## src/rtl/alu_arbiter_if.sv

```systemverilog
// alu_arbiter_if: request/response handshakes for both ports plus the shared ALU connection.
interface alu_arbiter_if #(parameter int DATA_W = 16);
    logic              req0_valid, req0_ready, req1_valid, req1_ready;
    logic [DATA_W-1:0] req0_rs1, req0_rs2, req1_rs1, req1_rs2;
    logic [5:0]        req0_imm, req1_imm;
    logic [2:0]        req0_op, req1_op;
    logic [3:0]        req0_func4, req1_func4;
    logic              rsp0_valid, rsp0_ready, rsp1_valid, rsp1_ready;
    logic [DATA_W-1:0] rsp_data;
    logic [DATA_W-1:0] alu_rs1, alu_rs2, alu_result;
    logic [5:0]        alu_imm;
    logic [2:0]        alu_op;
    logic [3:0]        alu_func4;

    modport slave (
        input  req0_valid, req0_rs1, req0_rs2, req0_imm, req0_op, req0_func4,
        input  req1_valid, req1_rs1, req1_rs2, req1_imm, req1_op, req1_func4,
        input  rsp0_ready, rsp1_ready, alu_result,
        output req0_ready, req1_ready, rsp0_valid, rsp1_valid, rsp_data,
        output alu_rs1, alu_rs2, alu_imm, alu_op, alu_func4
    );

    modport master (
        output req0_valid, req0_rs1, req0_rs2, req0_imm, req0_op, req0_func4,
        output req1_valid, req1_rs1, req1_rs2, req1_imm, req1_op, req1_func4,
        output rsp0_ready, rsp1_ready, alu_result,
        input  req0_ready, req1_ready, rsp0_valid, rsp1_valid, rsp_data,
        input  alu_rs1, alu_rs2, alu_imm, alu_op, alu_func4
    );
endinterface

```

## src/rtl/alu_arbiter.sv

```systemverilog
// alu_arbiter: round-robin sharing of one combinational ALU between two requesters,
// one registered command in flight at a time.
module alu_arbiter #(parameter int DATA_W = 16) (
    input logic          clk,
    input logic          rst_n,
    alu_arbiter_if.slave bus
);
    typedef enum logic [1:0] {IDLE, EXEC, RESP} state_t;

    state_t            state, state_n;
    logic              last_grant, grant_id, grant;
    logic              rsp_done, accept_ok, accept;
    logic [DATA_W-1:0] rs1_q, rs2_q, result_q;
    logic [5:0]        imm_q;
    logic [2:0]        op_q;
    logic [3:0]        func4_q;

    // Only the granted port's rsp_ready can retire the held result.
    assign rsp_done  = (state == RESP) && (grant_id ? bus.rsp1_ready : bus.rsp0_ready);
    assign accept_ok = (state == IDLE) || rsp_done;
    assign grant     = (bus.req0_valid && bus.req1_valid) ? ~last_grant : bus.req1_valid;
    assign accept    = accept_ok && (bus.req0_valid || bus.req1_valid);

    assign bus.req0_ready = accept && !grant;
    assign bus.req1_ready = accept && grant;
    assign bus.rsp0_valid = (state == RESP) && !grant_id;
    assign bus.rsp1_valid = (state == RESP) && grant_id;
    assign bus.rsp_data   = result_q;
    assign bus.alu_rs1    = rs1_q;
    assign bus.alu_rs2    = rs2_q;
    assign bus.alu_imm    = imm_q;
    assign bus.alu_op     = op_q;
    assign bus.alu_func4  = func4_q;

    always_comb begin
        state_n = IDLE;
        state_n = (state == EXEC) ? RESP :
                  accept ? EXEC :
                  (state == RESP && !rsp_done) ? RESP : IDLE;
    end

    always_ff @(posedge clk or negedge rst_n) begin
        if (!rst_n) begin
            state      <= IDLE;
            last_grant <= 1'b1;
            grant_id   <= 1'b0;
            rs1_q      <= '0;
            rs2_q      <= '0;
            imm_q      <= '0;
            op_q       <= '0;
            func4_q    <= '0;
            result_q   <= '0;
        end else begin
            state <= state_n;
            if (accept) begin
                last_grant <= grant;
                grant_id   <= grant;
                rs1_q      <= grant ? bus.req1_rs1 : bus.req0_rs1;
                rs2_q      <= grant ? bus.req1_rs2 : bus.req0_rs2;
                imm_q      <= grant ? bus.req1_imm : bus.req0_imm;
                op_q       <= grant ? bus.req1_op : bus.req0_op;
                func4_q    <= grant ? bus.req1_func4 : bus.req0_func4;
            end
            if (state == EXEC) result_q <= bus.alu_result;
        end
    end
endmodule

```

## src/flat_wrapper.sv

```systemverilog
// flat-port wrapper written by rule: the top's interface ports become plain ports
module alu_arbiter_flat 
#(parameter int DATA_W = 16)
  (clk, rst_n, bus_req0_valid, bus_req0_rs1, bus_req0_rs2, bus_req0_imm, bus_req0_op, bus_req0_func4, bus_req1_valid, bus_req1_rs1, bus_req1_rs2, bus_req1_imm, bus_req1_op, bus_req1_func4, bus_rsp0_ready, bus_rsp1_ready, bus_alu_result, bus_req0_ready, bus_req1_ready, bus_rsp0_valid, bus_rsp1_valid, bus_rsp_data, bus_alu_rs1, bus_alu_rs2, bus_alu_imm, bus_alu_op, bus_alu_func4);
  alu_arbiter_if #(.DATA_W(DATA_W)) bus_i ();
  input logic clk;
  input logic rst_n;
  input wire logic [$bits(bus_i.req0_valid)-1:0] bus_req0_valid;
  input wire logic [$bits(bus_i.req0_rs1)-1:0] bus_req0_rs1;
  input wire logic [$bits(bus_i.req0_rs2)-1:0] bus_req0_rs2;
  input wire logic [$bits(bus_i.req0_imm)-1:0] bus_req0_imm;
  input wire logic [$bits(bus_i.req0_op)-1:0] bus_req0_op;
  input wire logic [$bits(bus_i.req0_func4)-1:0] bus_req0_func4;
  input wire logic [$bits(bus_i.req1_valid)-1:0] bus_req1_valid;
  input wire logic [$bits(bus_i.req1_rs1)-1:0] bus_req1_rs1;
  input wire logic [$bits(bus_i.req1_rs2)-1:0] bus_req1_rs2;
  input wire logic [$bits(bus_i.req1_imm)-1:0] bus_req1_imm;
  input wire logic [$bits(bus_i.req1_op)-1:0] bus_req1_op;
  input wire logic [$bits(bus_i.req1_func4)-1:0] bus_req1_func4;
  input wire logic [$bits(bus_i.rsp0_ready)-1:0] bus_rsp0_ready;
  input wire logic [$bits(bus_i.rsp1_ready)-1:0] bus_rsp1_ready;
  input wire logic [$bits(bus_i.alu_result)-1:0] bus_alu_result;
  output wire logic [$bits(bus_i.req0_ready)-1:0] bus_req0_ready;
  output wire logic [$bits(bus_i.req1_ready)-1:0] bus_req1_ready;
  output wire logic [$bits(bus_i.rsp0_valid)-1:0] bus_rsp0_valid;
  output wire logic [$bits(bus_i.rsp1_valid)-1:0] bus_rsp1_valid;
  output wire logic [$bits(bus_i.rsp_data)-1:0] bus_rsp_data;
  output wire logic [$bits(bus_i.alu_rs1)-1:0] bus_alu_rs1;
  output wire logic [$bits(bus_i.alu_rs2)-1:0] bus_alu_rs2;
  output wire logic [$bits(bus_i.alu_imm)-1:0] bus_alu_imm;
  output wire logic [$bits(bus_i.alu_op)-1:0] bus_alu_op;
  output wire logic [$bits(bus_i.alu_func4)-1:0] bus_alu_func4;
  assign bus_i.req0_valid = bus_req0_valid;
  assign bus_i.req0_rs1 = bus_req0_rs1;
  assign bus_i.req0_rs2 = bus_req0_rs2;
  assign bus_i.req0_imm = bus_req0_imm;
  assign bus_i.req0_op = bus_req0_op;
  assign bus_i.req0_func4 = bus_req0_func4;
  assign bus_i.req1_valid = bus_req1_valid;
  assign bus_i.req1_rs1 = bus_req1_rs1;
  assign bus_i.req1_rs2 = bus_req1_rs2;
  assign bus_i.req1_imm = bus_req1_imm;
  assign bus_i.req1_op = bus_req1_op;
  assign bus_i.req1_func4 = bus_req1_func4;
  assign bus_i.rsp0_ready = bus_rsp0_ready;
  assign bus_i.rsp1_ready = bus_rsp1_ready;
  assign bus_i.alu_result = bus_alu_result;
  assign bus_req0_ready = bus_i.req0_ready;
  assign bus_req1_ready = bus_i.req1_ready;
  assign bus_rsp0_valid = bus_i.rsp0_valid;
  assign bus_rsp1_valid = bus_i.rsp1_valid;
  assign bus_rsp_data = bus_i.rsp_data;
  assign bus_alu_rs1 = bus_i.alu_rs1;
  assign bus_alu_rs2 = bus_i.alu_rs2;
  assign bus_alu_imm = bus_i.alu_imm;
  assign bus_alu_op = bus_i.alu_op;
  assign bus_alu_func4 = bus_i.alu_func4;
  alu_arbiter #(.DATA_W(DATA_W)) u_core (.clk(clk), .rst_n(rst_n), .bus(bus_i));
endmodule
```

## config.mk

```make
export PLATFORM = sky130hd
export DESIGN_NAME = alu_arbiter_flat
export DESIGN_NICKNAME = d
export VERILOG_FILES = /design/src/rtl/alu_arbiter_if.sv /design/src/rtl/alu_arbiter.sv /design/src/flat_wrapper.sv
export SDC_FILE = /design/constraint.sdc
export NUM_CORES = 1
export LEC_CHECK = 0
export ABC_AREA = 1
export BUFFER_PORTS_ARGS = -buffer_cell sky130_fd_sc_hd__buf_2
export CAP_MARGIN = 0
export CORE_MARGIN = 2
export CORE_UTILIZATION = 49
export DETAILED_ROUTE_END_ITERATION = 16
export PLACE_DENSITY_LB_ADDON = 0.2
export SLEW_MARGIN = 10
export SYNTH_ARGS = -nofsm -noshare
export SYNTH_HDL_FRONTEND = slang
export SYNTH_SLANG_ARGS = --single-unit
```

## constraint.sdc

```tcl
create_clock -name clk -period 1.9 [get_ports clk]
set_input_delay 0.285 -clock clk [delete_from_list [all_inputs] [get_ports clk]]
set_output_delay 0.285 -clock clk [all_outputs]
set_load 0.05 [all_outputs]
```

; Yosys cells after proc, flatten, opt, wreduce, memory -nomap -nowiden
; Index checks and enable logic that the tools add are counted.
[op_classes]
reduce_logical = 14
div_mod_pow = 0
n_eq_ne = 2
multipliers = 0
shift = 0
n_lt_le_gt_ge = 0
mux = 10
bitwise = 1
add_sub_neg = 0
[op_table]
columns = operator, n
row1 = 2-to-1 mux 16 bit, 2
row2 = logical AND 1 bit, 8
row3 = 2-to-1 mux 2 bit, 3
row4 = 2-to-1 mux 6 bit, 1
row5 = 2-to-1 mux 4 bit, 1
row6 = logical NOT 1 bit, 3
row7 = 2-to-1 mux 3 bit, 1
row8 = equality test 2 x 1 -> 1 bit (second input constant), 1
row9 = equality test 2 bit (second input constant), 1
row10 = logical NOT 2 bit, 1
row11 = logical OR 1 bit, 2
row12 = 2-to-1 mux 1 bit, 2
row13 = inverter 1 bit, 1
[word_totals]
inputBits = 112
n_memories = 0
latchBits = 0
output_inout_bits = 65
ram_bits = 0
rom_bits = 0
regBits = 65

; Longest topological paths before layout
; Gate-level depths: netlist of run 1.
[depth]
ltp_word = 7
ltp_mapped = 8
mapped_depth_nobuf = 6

; Worst setup path before layout of run 1
; Ideal clock, no wire load.
[synth_path]
path_type = reg2out
startpoint = reg u_core.state[0]
endpoint = out bus_req0_ready
setup_slack_ns = 0.120
path_buffers = 2
t_required_ns = 1.615
arrival_ns = 1.495
stages_incl_launch_ff = 6
path_cell_list = dfrtp_1 buf_4 nor2_4 nand2_2 buf_2 nor2_1
[synth_via]
elab_chain_cells = 5
elab_cells_between_ends = 6
[synth_lines]
columns = item, line_no
row1 = from (decl), alu_arbiter.sv:10  ; state_t state, state_n;
row2 = from (signal assigned), alu_arbiter.sv:54  ; state <= state_n;
row3 = equality test 2 bit, alu_arbiter.sv:19  ; assign rsp_done = (state == RESP) && (grant_id ? bus.rsp1_ready : bus.rsp0_ready);
row4 = logical AND 1 bit, alu_arbiter.sv:19
row5 = logical OR 1 bit *, alu_arbiter.sv:20  ; assign accept_ok = (state == IDLE) || rsp_done;
row6 = logical AND 1 bit *, alu_arbiter.sv:22  ; assign accept = accept_ok && (bus.req0_valid || bus.req1_valid);
row7 = logical AND 1 bit *, alu_arbiter.sv:24  ; assign bus.req0_ready = accept && !grant;
row8 = to (decl), flat_wrapper.sv:23  ; output wire logic [$bits(bus_i.req0_ready)-1:0] bus_req0_ready;
; Mark *: on every way between the ends. The rest lies on a longest branch, timed or not.

; Worst setup path after layout of run 1
[layout_path]
startpoint = reg u_core.state[1]
endpoint = out bus_rsp0_valid
[layout_via]
elab_chain_cells = 2
[layout_lines]
columns = item, line_no
row1 = equality test 2 bit, alu_arbiter.sv:26  ; assign bus.rsp0_valid = (state == RESP) && !grant_id;
row2 = logical AND 1 bit, alu_arbiter.sv:26
row3 = to (decl), flat_wrapper.sv:25  ; output wire logic [$bits(bus_i.rsp0_valid)-1:0] bus_rsp0_valid;
; Every way passes these cells.

==> metrics.yaml, run 1 <==
yosys:
  seq_area_frac_synth_pct: 49.2
  synth_edf_count: 0
  yosys.cell_count.top_type: "nand2_1"
  ys_ff_latch: 65
  synth_top_cells_by_count: "nand2_1 (219), nand3_1 (107), dfrtp_1 (64)"
  ys_async_sr_fraction_pct: 100
  synthCells: 440
  synthesis.area_um2: 3310
  syn_avg_cell_area_um2: 7.52
  synthTopCellsByArea: "dfrtp_1 (48%), nand2_1 (25%), nand3_1 (16%)"
  ys_types: 17
  syn_nets: 552
  synth_top_area_cell: "dfrtp_1"
  ys.flop_type: "dfrtp_1"
  ys_warn_count: 0
  synth_top_area_share_pct: 48.4
clock_network:
  htreeDepth: 3
  cts_made_buffers: 9
  cts_tree: "yes"
  clock-sinks: 65
  cts_buffer_depth: 2
  clk_latency_ns: 0.33
  clkTransAtPathRegs_ns: 0.07
  clockRootBuffer: "clkbuf_8"
sta:
  min_period_ns: 1.79
  slew_viol_final: 0
  finalSetupViolCount: 0
  slew_headroom_pct: 62.1
  worst_pin_slew_ns: 0.568
  hold_viol: 0
  fin_crit_sh_pct: 94.5
  setup_slack_ns: 0.105
  fmax_mhz: 557
  skew_ns: 0.00415
worst_hold_path:
  hold_class: "in2reg"
  hold_path.startpoint: "bus_alu_result[7]"
detailed_routing:
  dr.first_iter.drc_count: 114
  drc_errors: 0
  routed_wl_um: 9050
  ant_nets: 0
  vias: 3478
  wl_per_cell_um: 13.1
  viasPerCell: 5.04
  dr.pass1.iters: 4
setup_path:
  start_kind: "flip-flop"
  crit_fanout: 18
  crit_path_end_kind: "output port"
  critPathLaunch: "u_core.state[1]$_DFF_PN0_"
  timing.rr.start: "u_core.last_grant$_DFFE_PN1P_"
  critPathKind: "reg2out"
  cp.arrival_ns: 1.51
  crit_required_ns: 1.62
cells_and_area:
  antennaDiodeCount: 0
  area_growth_pct: 32.3
  fin_util_pct: 68.1
  drive_above_1_share_pct: 34.9
  nFillCells: 566
  layout.nets: 720
pwr:
  ir_drop_mv: 1.49
  power.switching_mw: 4.80
  power_density_nw_per_um2: 1970
  sw_frac_of_total_pct: 55.5
  p_comb_share_pct: 58.5
  intPower_mw: 3.85
  p_leak_nw: 2.69
  pwr-share-seq_pct: 28.2
  clkPwrFrac_pct: 13.4
grt:
  grt_max_degree: 66
  grt_pass1_wl_um: 14500
  grt_pass1_vias: 3214
  grtUsageTotal_pct: 24.7
  antenna_found_initial: 0
  grt_overflow: 0
floorplan:
  die_y_um: 86.2
  rows: 29
  start_util_pct: 51.5
  die_area_um2: 7420
  die_w_um: 86.2
  core_area_um2: 6420
  io_pins: 177
flow_run:
  cap_violations: 0
place:
  dp_hpwl_um: 6270
  gp_congestion: 0.793
  pre_cts_slack_ns: 0.406
  portBuffers: 176
status:
  status: "finished, final reports clean"
[placed cells by master, fill, tap and decap left out, drive strengths merged]
cell type    count
clkinvlp         1
buf            186
or2              1
clkinv           4
nand3          108
o21ai            1
clkbuf          12
dfstp            1
bufinv           1
nand2          223
inv              5
dlygate4sd3      1
dfrtp           64
nor2             5
[state kept, by name, indices dropped and copies added (netlist names)]
| signal | cells |
|---|---|
| u_core.bus.alu_func4 | 4 |
| u_core.bus.rsp_data | 16 |
| u_core.bus.alu_rs1 | 16 |
| u_core.state | 2 |
| u_core.last_grant | 1 |
| u_core.bus.alu_imm | 6 |
| u_core.bus.alu_op | 3 |
| u_core.bus.alu_rs2 | 16 |
| u_core.grant_id | 1 |
[final timing paths]
path | slack, ns | end | cells after the start
worst min-delay path | 0.18 | u_core.bus.rsp_data[7]$_DFFE_PN0N_ | 3
worst min register to register | 0.47 | u_core.bus.rsp_data[13]$_DFFE_PN0N_ | 2
worst max-delay path | 0.11 | bus_rsp0_valid | 4
max in group asynchronous | 1.08 | u_core.last_grant$_DFFE_PN1P_ | 3
worst max register to register | 0.31 | u_core.bus.alu_op[1]$_DFFE_PN0P_ | 8
min in group asynchronous | 0.47 | u_core.bus.alu_rs1[15]$_DFFE_PN0P_ | 3
[logic make-up after synthesis]
family	count (synthesis)	share of synthesized area, %
AOI/OAI and AO/OA	1	0.151
and+or+nand+nor	337	43.2
buffers and inverters	37	7.38
DFF	65	49.2
[power groups by stage]
| stage | sequential (mW) | combinational [mW] | clock (mW) |
|---|---|---|---|
| floorplan | 4.58 | 1.81 | 0 |
| global placement | 2.43 | 4.98 | 0 |
| detailed placement | 2.43 | 5.07 | 0 |
| CTS | 2.43 | 5.07 | 1.18 |
| global route | 2.52 | 5.44 | 1.24 |
| finish | 2.43 | 5.05 | 1.15 |
[layout make-up]
class | instances | area, um2 | area share, %
flip-flops and latches | 65 | 1630 | 37.2
multi-input cells | 338 | 1440 | 32.8
repair buffers | 189 | 1000 | 22.9
clock buffers | 10 | 138 | 3.14
well taps | 77 | 96.3 | 2.20
clock inverters | 6 | 57.6 | 1.32
inverters | 5 | 21.3 | 0.486
[through the flow]
step	power (mW)	instance area (um2)	TNS [ns]	instances	hold WS (ns)
after floorplan	6.39	3310	0	440	-0.0106
after global placement	7.41	4150	0	672	0.323
after detailed placement	7.50	4150	0	672	0.322
after CTS	8.68	4360	0	689	0.166
after global routing	9.21	4380	-0.0122	690	0.171
final	8.64	4380	0	690	0.181
[worst max-delay path, cell delays in order (launching register included)]
cell      delay (ns)
dfrtp_1         0.43
inv_4           0.12
or2_2           0.31
nor2_1          0.09
clkbuf_4        0.23
[repair_timing]
action,CTS,global route
hold buffers,1,0
gates resized for setup,0,6
hold endpoints to repair,64,0
setup buffers,0,1
endpoints found under the setup margin,0,4
[metal layers]
metal	up-vias	GRT usage [%]	wire (um)
met5	-	0	0
met4	0	8.23	142
met3	14	6.74	716
met2	155	40.1	4280
met1	1567	32.2	3910
li1	1742	-	-
Note: power is estimated with default switching activity, not from simulation.
==> inputs of run 2 (changes only) <==
Settings changed: CORE_UTILIZATION 49 to 45, REMOVE_ABC_BUFFERS set to 1.
==> metrics.yaml, run 2 (synthesis gave the netlist of run 1 again) <==
floorplan:
  die_w_um: 89.7
  io_pins: 177
  core_area_um2: 7180
  rows: 31
  start_util_pct: 46.1
  die_y_um: 89.7
  die_area_um2: 8050
setup_path:
  cp.arrival_ns: 1.52
  slowest_stage: "dfrtp_1"
  critPathKind: "reg2out"
  crit_chain: "inv_2, or2_2, nor2_1, clkbuf_4"
  cp.depth: 4
  timing.rr.start: "u_core.last_grant$_DFFE_PN1P_"
  reg2reg_slack_ns: 0.45
  path_delay_family: "simple AND/OR/NAND/NOR gates"
  crit_fanout: 18
  crit_required_ns: 1.62
  rr_worst_depth: 7
  crit_path_end_kind: "output port"
  critPathLaunch: "u_core.state[1]$_DFF_PN0_"
  cp-endpoint: "bus_rsp0_valid"
  start_kind: "flip-flop"
  r2r_end: "u_core.bus.alu_rs1[13]$_DFFE_PN0P_"
  cp.buffers_inverters: 2
  max_stage_delay_ns: 0.38
sta:
  fin_crit_sh_pct: 94.8
  min_period_ns: 1.80
  worst_pin_slew_ns: 0.544
  slew_headroom_pct: 63.6
  hold_viol: 0
  setup_slack_ns: 0.0985
  skew_ns: 0.00647
  setup_tns_ns: 0
  finalSetupViolCount: 0
  slew_viol_final: 0
  fmax_mhz: 555
detailed_routing:
  wl_per_cell_um: 13.1
  ant_nets: 0
  dr.pass1.iters: 4
  routed_wl_um: 9280
  vias: 3497
  dr.first_iter.drc_count: 157
  viasPerCell: 4.93
  drc_errors: 0
cells_and_area:
  nFillCells: 676
  multi_input_comb_area_um2: 1440
  stdcell_count: 710
  regArea_um2: 1630
  layout_commonest_cell: "nand2_1"
  area_growth_pct: 32.8
  antennaDiodeCount: 0
  fin_util_pct: 61.2
  drive_above_1_share_pct: 34.5
  layout.nets: 719
  mostFrequentLayoutCells: "nand2_1 (219), buf_2 (174), nand3_1 (107)"
clock_network:
  cts_made_buffers: 9
  clock-sinks: 65
  htreeDepth: 3
  clk_latency_ns: 0.32
  clockRootBuffer: "clkbuf_8"
  postCtsSetupBuffers: 0
  cts_tree: "yes"
  cts_buffer_depth: 2
  clkTransAtPathRegs_ns: 0.07
worst_hold_path:
  hold_class: "in2reg"
place:
  placedCellCount: 694
  pre_cts_slack_ns: 0.438
  dp_hpwl_um: 6320
  portBuffers: 176
  gp_congestion: 0.782
grt:
  grt_overflow: 0
  grt_pass1_vias: 3479
  antenna_found_initial: 0
  grt_pass1_wl_um: 15800
  grtUsageTotal_pct: 23.6
  grt_max_degree: 66
pwr:
  power_density_nw_per_um2: 1970
  p_leak_nw: 2.68
  ir_drop_mv: 0.872
flow_run:
  cap_violations: 0
status:
  status: "finished, final reports clean"
-- run 2: tightest hold or removal path: stages --
cell and delay (ns):
buf_2 0.07, nand3_1 0.06, nand2_1 0.06
-- run 2: layer usage --
layer	track usage [%]	share of wire (%)	wire, um
met2	39.6	48	4450
met5	0	0	0
met3	3.94	6.1	569
met1	29.3	42	3890
met4	12.4	4.0	367
-- run 2: through the flow --
stage                     area (um2)  power (mW)  hold slack (ns)
after floorplan                 3080        6.08          -0.0106
after global placement          4180        7.44            0.321
after detailed placement        4180        7.51            0.333
after CTS                       4390        8.71            0.176
after global routing            4390        9.22            0.183
final                           4390        8.64            0.189
-- run 2: power breakdown --
group	internal [mW]	total (mW)	switching [mW]	leakage (nW)
combinational	1.15	5.05	3.90	1.77
clock	0.667	1.16	0.493	0.102
sequential	2.06	2.43	0.367	0.804
total	3.88	8.64	4.76	2.68
-- run 2: final cells by class --
type / instances / area share [%]
Clock buffer: 12 / 3.53
Clock inverter: 3 / 0.912
Inverter: 5 / 0.427
Multi-Input combinational cell: 338 / 32.7
Sequential cell: 65 / 37.1
Tap cell: 99 / 2.82
Timing Repair Buffer: 188 / 22.6
-- run 2: how the worst min path moves through the flow --
stage | startpoint | end | slack [ns] | cells past startpoint
4_1_cts | bus_alu_result[7] | u_core.bus.rsp_data[7]$_DFFE_PN0N_ | 0.18 | 3
3_3_place_gp | rst_n | u_core.bus.alu_rs1[0]$_DFFE_PN0P_ | 0.32 | 2
5_1_grt | bus_alu_result[7] | u_core.bus.rsp_data[7]$_DFFE_PN0N_ | 0.18 | 3
6_report | bus_alu_result[4] | u_core.bus.rsp_data[4]$_DFFE_PN0N_ | 0.19 | 3
3_5_place_dp | rst_n | u_core.bus.alu_imm[2]$_DFFE_PN0P_ | 0.33 | 2
2_1_floorplan | rst_n | u_core.bus.alu_func4[0]$_DFFE_PN0P_ | -0.01 | 0
-- run 2: repair_timing --
action                                 in CTS  in global routing
gates resized for setup                     0                  3
endpoints found under the hold margin      64                  0
hold buffers                                1                  0
setup endpoints to repair                   0                  2
==> inputs of run 3 (changes only) <==
Settings changed: BUFFER_PORTS_ARGS -buffer_cell sky130_fd_sc_hd__buf_2 to unset, DONT_BUFFER_PORTS set to 1.
==> metrics.yaml, run 3 (synthesis gave the netlist of run 1 again) <==
status:
  status: "finished, final reports clean"
flow_run:
  cap_violations: 0
clock_network:
  clkTransAtPathRegs_ns: 0.07
  postCtsSetupBuffers: 0
  ctsResizeCount: 0
  htreeDepth: 3
  cts_made_buffers: 9
  ctsHoldBuffers: 2
  clockRootBuffer: "clkbuf_8"
  cts_tree: "yes"
  clock-sinks: 65
  cts_buffer_depth: 2
  clk_latency_ns: 0.33
detailed_routing:
  routed_wl_um: 8300
  drc_errors: 0
  ant_nets: 0
  dr.pass1.iters: 4
  wl_per_cell_um: 15.4
  vias: 2828
  dr.first_iter.drc_count: 176
  viasPerCell: 5.26
worst_hold_path:
  hold_path.startpoint: "bus_alu_result[4]"
  whs_path_depth: 2
  holdPathEnd: "u_core.bus.rsp_data[4]$_DFFE_PN0N_"
  hold_class: "in2reg"
cells_and_area:
  antennaDiodeCount: 0
  mostFrequentLayoutCells: "nand2_1 (219), nand3_1 (107), dfrtp_1 (64)"
  layout_commonest_cell: "nand2_1"
  drive_above_1_share_pct: 8.88
  area_growth_pct: 7.76
  fin_area_um2: 3560
  layout.nets: 546
  fin_util_pct: 49.7
  nFillCells: 732
floorplan:
  core_area_um2: 7180
  die_area_um2: 8050
  die_y_um: 89.7
  io_pins: 177
  die_w_um: 89.7
  rows: 31
  start_util_pct: 46.1
grt:
  grt_pass1_vias: 2763
  grt_max_degree: 66
  grt_overflow: 0
  antenna_found_initial: 0
  grt_pass1_wl_um: 13700
  grtUsageTotal_pct: 21.2
setup_path:
  crit_chain: "inv_2, or2_2, nor2_1, buf_4"
  cp.arrival_ns: 1.48
  max_stage_delay_ns: 0.37
  crit_required_ns: 1.62
  slowest_stage: "dfrtp_1"
  rr_worst_depth: 7
  critPathLaunch: "u_core.state[1]$_DFF_PN0_"
  r2r_end: "u_core.bus.alu_rs1[13]$_DFFE_PN0P_"
  timing.rr.start: "u_core.last_grant$_DFFE_PN1P_"
  critPathKind: "reg2out"
  path_delay_family: "simple AND/OR/NAND/NOR gates"
  start_kind: "flip-flop"
  cp.buffers_inverters: 2
  crit_path_end_kind: "output port"
  reg2reg_slack_ns: 0.43
  crit_fanout: 18
place:
  portBuffers: 0
  place_area_um2: 3320
  gp_congestion: 0.734
  dp_hpwl_um: 5490
sta:
  fmax_mhz: 567
  setup_tns_ns: 0
  slew_headroom_pct: 64.5
  fin_crit_sh_pct: 92.8
  finalSetupViolCount: 0
  min_period_ns: 1.76
  hold_viol: 0
  grt_setup_unrepaired: "no"
  skew_ns: 0.0106
  slew_viol_final: 0
  holdWs_ns: 0.0925
  worst_pin_slew_ns: 0.532
pwr:
  p_leak_nw: 1.98
  finalPower_mw: 8.05
  ir_drop_mv: 0.928
  power_density_nw_per_um2: 2260
## run 3: worst register-to-register path: cells and delay by family, from the launching register on
kind / cells / cell delay (ns)
and+or+nand+nor: 6 / 0.47
buffers and inverters: 1 / 0.40
DFF: 1 / 0.54
## run 3: final cells by class
type / instances / area, um2 / share of cell area (%)
clock inverters: 6 / 82.6 / 2.32
repair buffers: 15 / 148 / 4.14
flip-flops and latches: 65 / 1630 / 45.7
multi-input cells: 338 / 1440 / 40.3
well taps: 99 / 124 / 3.48
inverters: 5 / 18.8 / 0.527
clock buffers: 10 / 128 / 3.58
## run 3: how the worst max path moves through the flow
stage | end | slack, ns | cells past startpoint
final | bus_rsp0_valid | 0.14 | 4
after detailed placement | u_core.bus.alu_rs1[13]$_DFFE_PN0P_ | 0.44 | 7
after global placement | u_core.bus.alu_rs1[13]$_DFFE_PN0P_ | 0.50 | 7
after CTS | bus_rsp0_valid | 0.12 | 4
after global routing | bus_rsp1_valid | 0.04 | 4
after floorplan | bus_req0_ready | -0.91 | 3
## run 3: metal layers
layer | global-route usage (%) | wire length (um) | part of all wire, % | vias to the layer above
li1 | - | - | - | 1392
met1 | 26.4 | 3520 | 42 | 1296
met2 | 34.2 | 3880 | 47 | 123
met3 | 5.95 | 679 | 8.2 | 17
met4 | 9.87 | 217 | 2.6 | 0
met5 | 0 | 0 | 0 | -
## run 3: power by group
part | switching [mW] | internal (mW)
Combinational | 1.39 | 0.686
Sequential | 2.70 | 2.02
Clock | 0.522 | 0.732
## run 3: through the flow
stage | instances | setup WS, ns
2_1_floorplan | 408 | -0.912
3_3_place_gp | 520 | 0.501
3_5_place_dp | 520 | 0.435
4_1_cts | 538 | 0.117
5_1_grt | 538 | 0.0437
6_report | 538 | 0.137
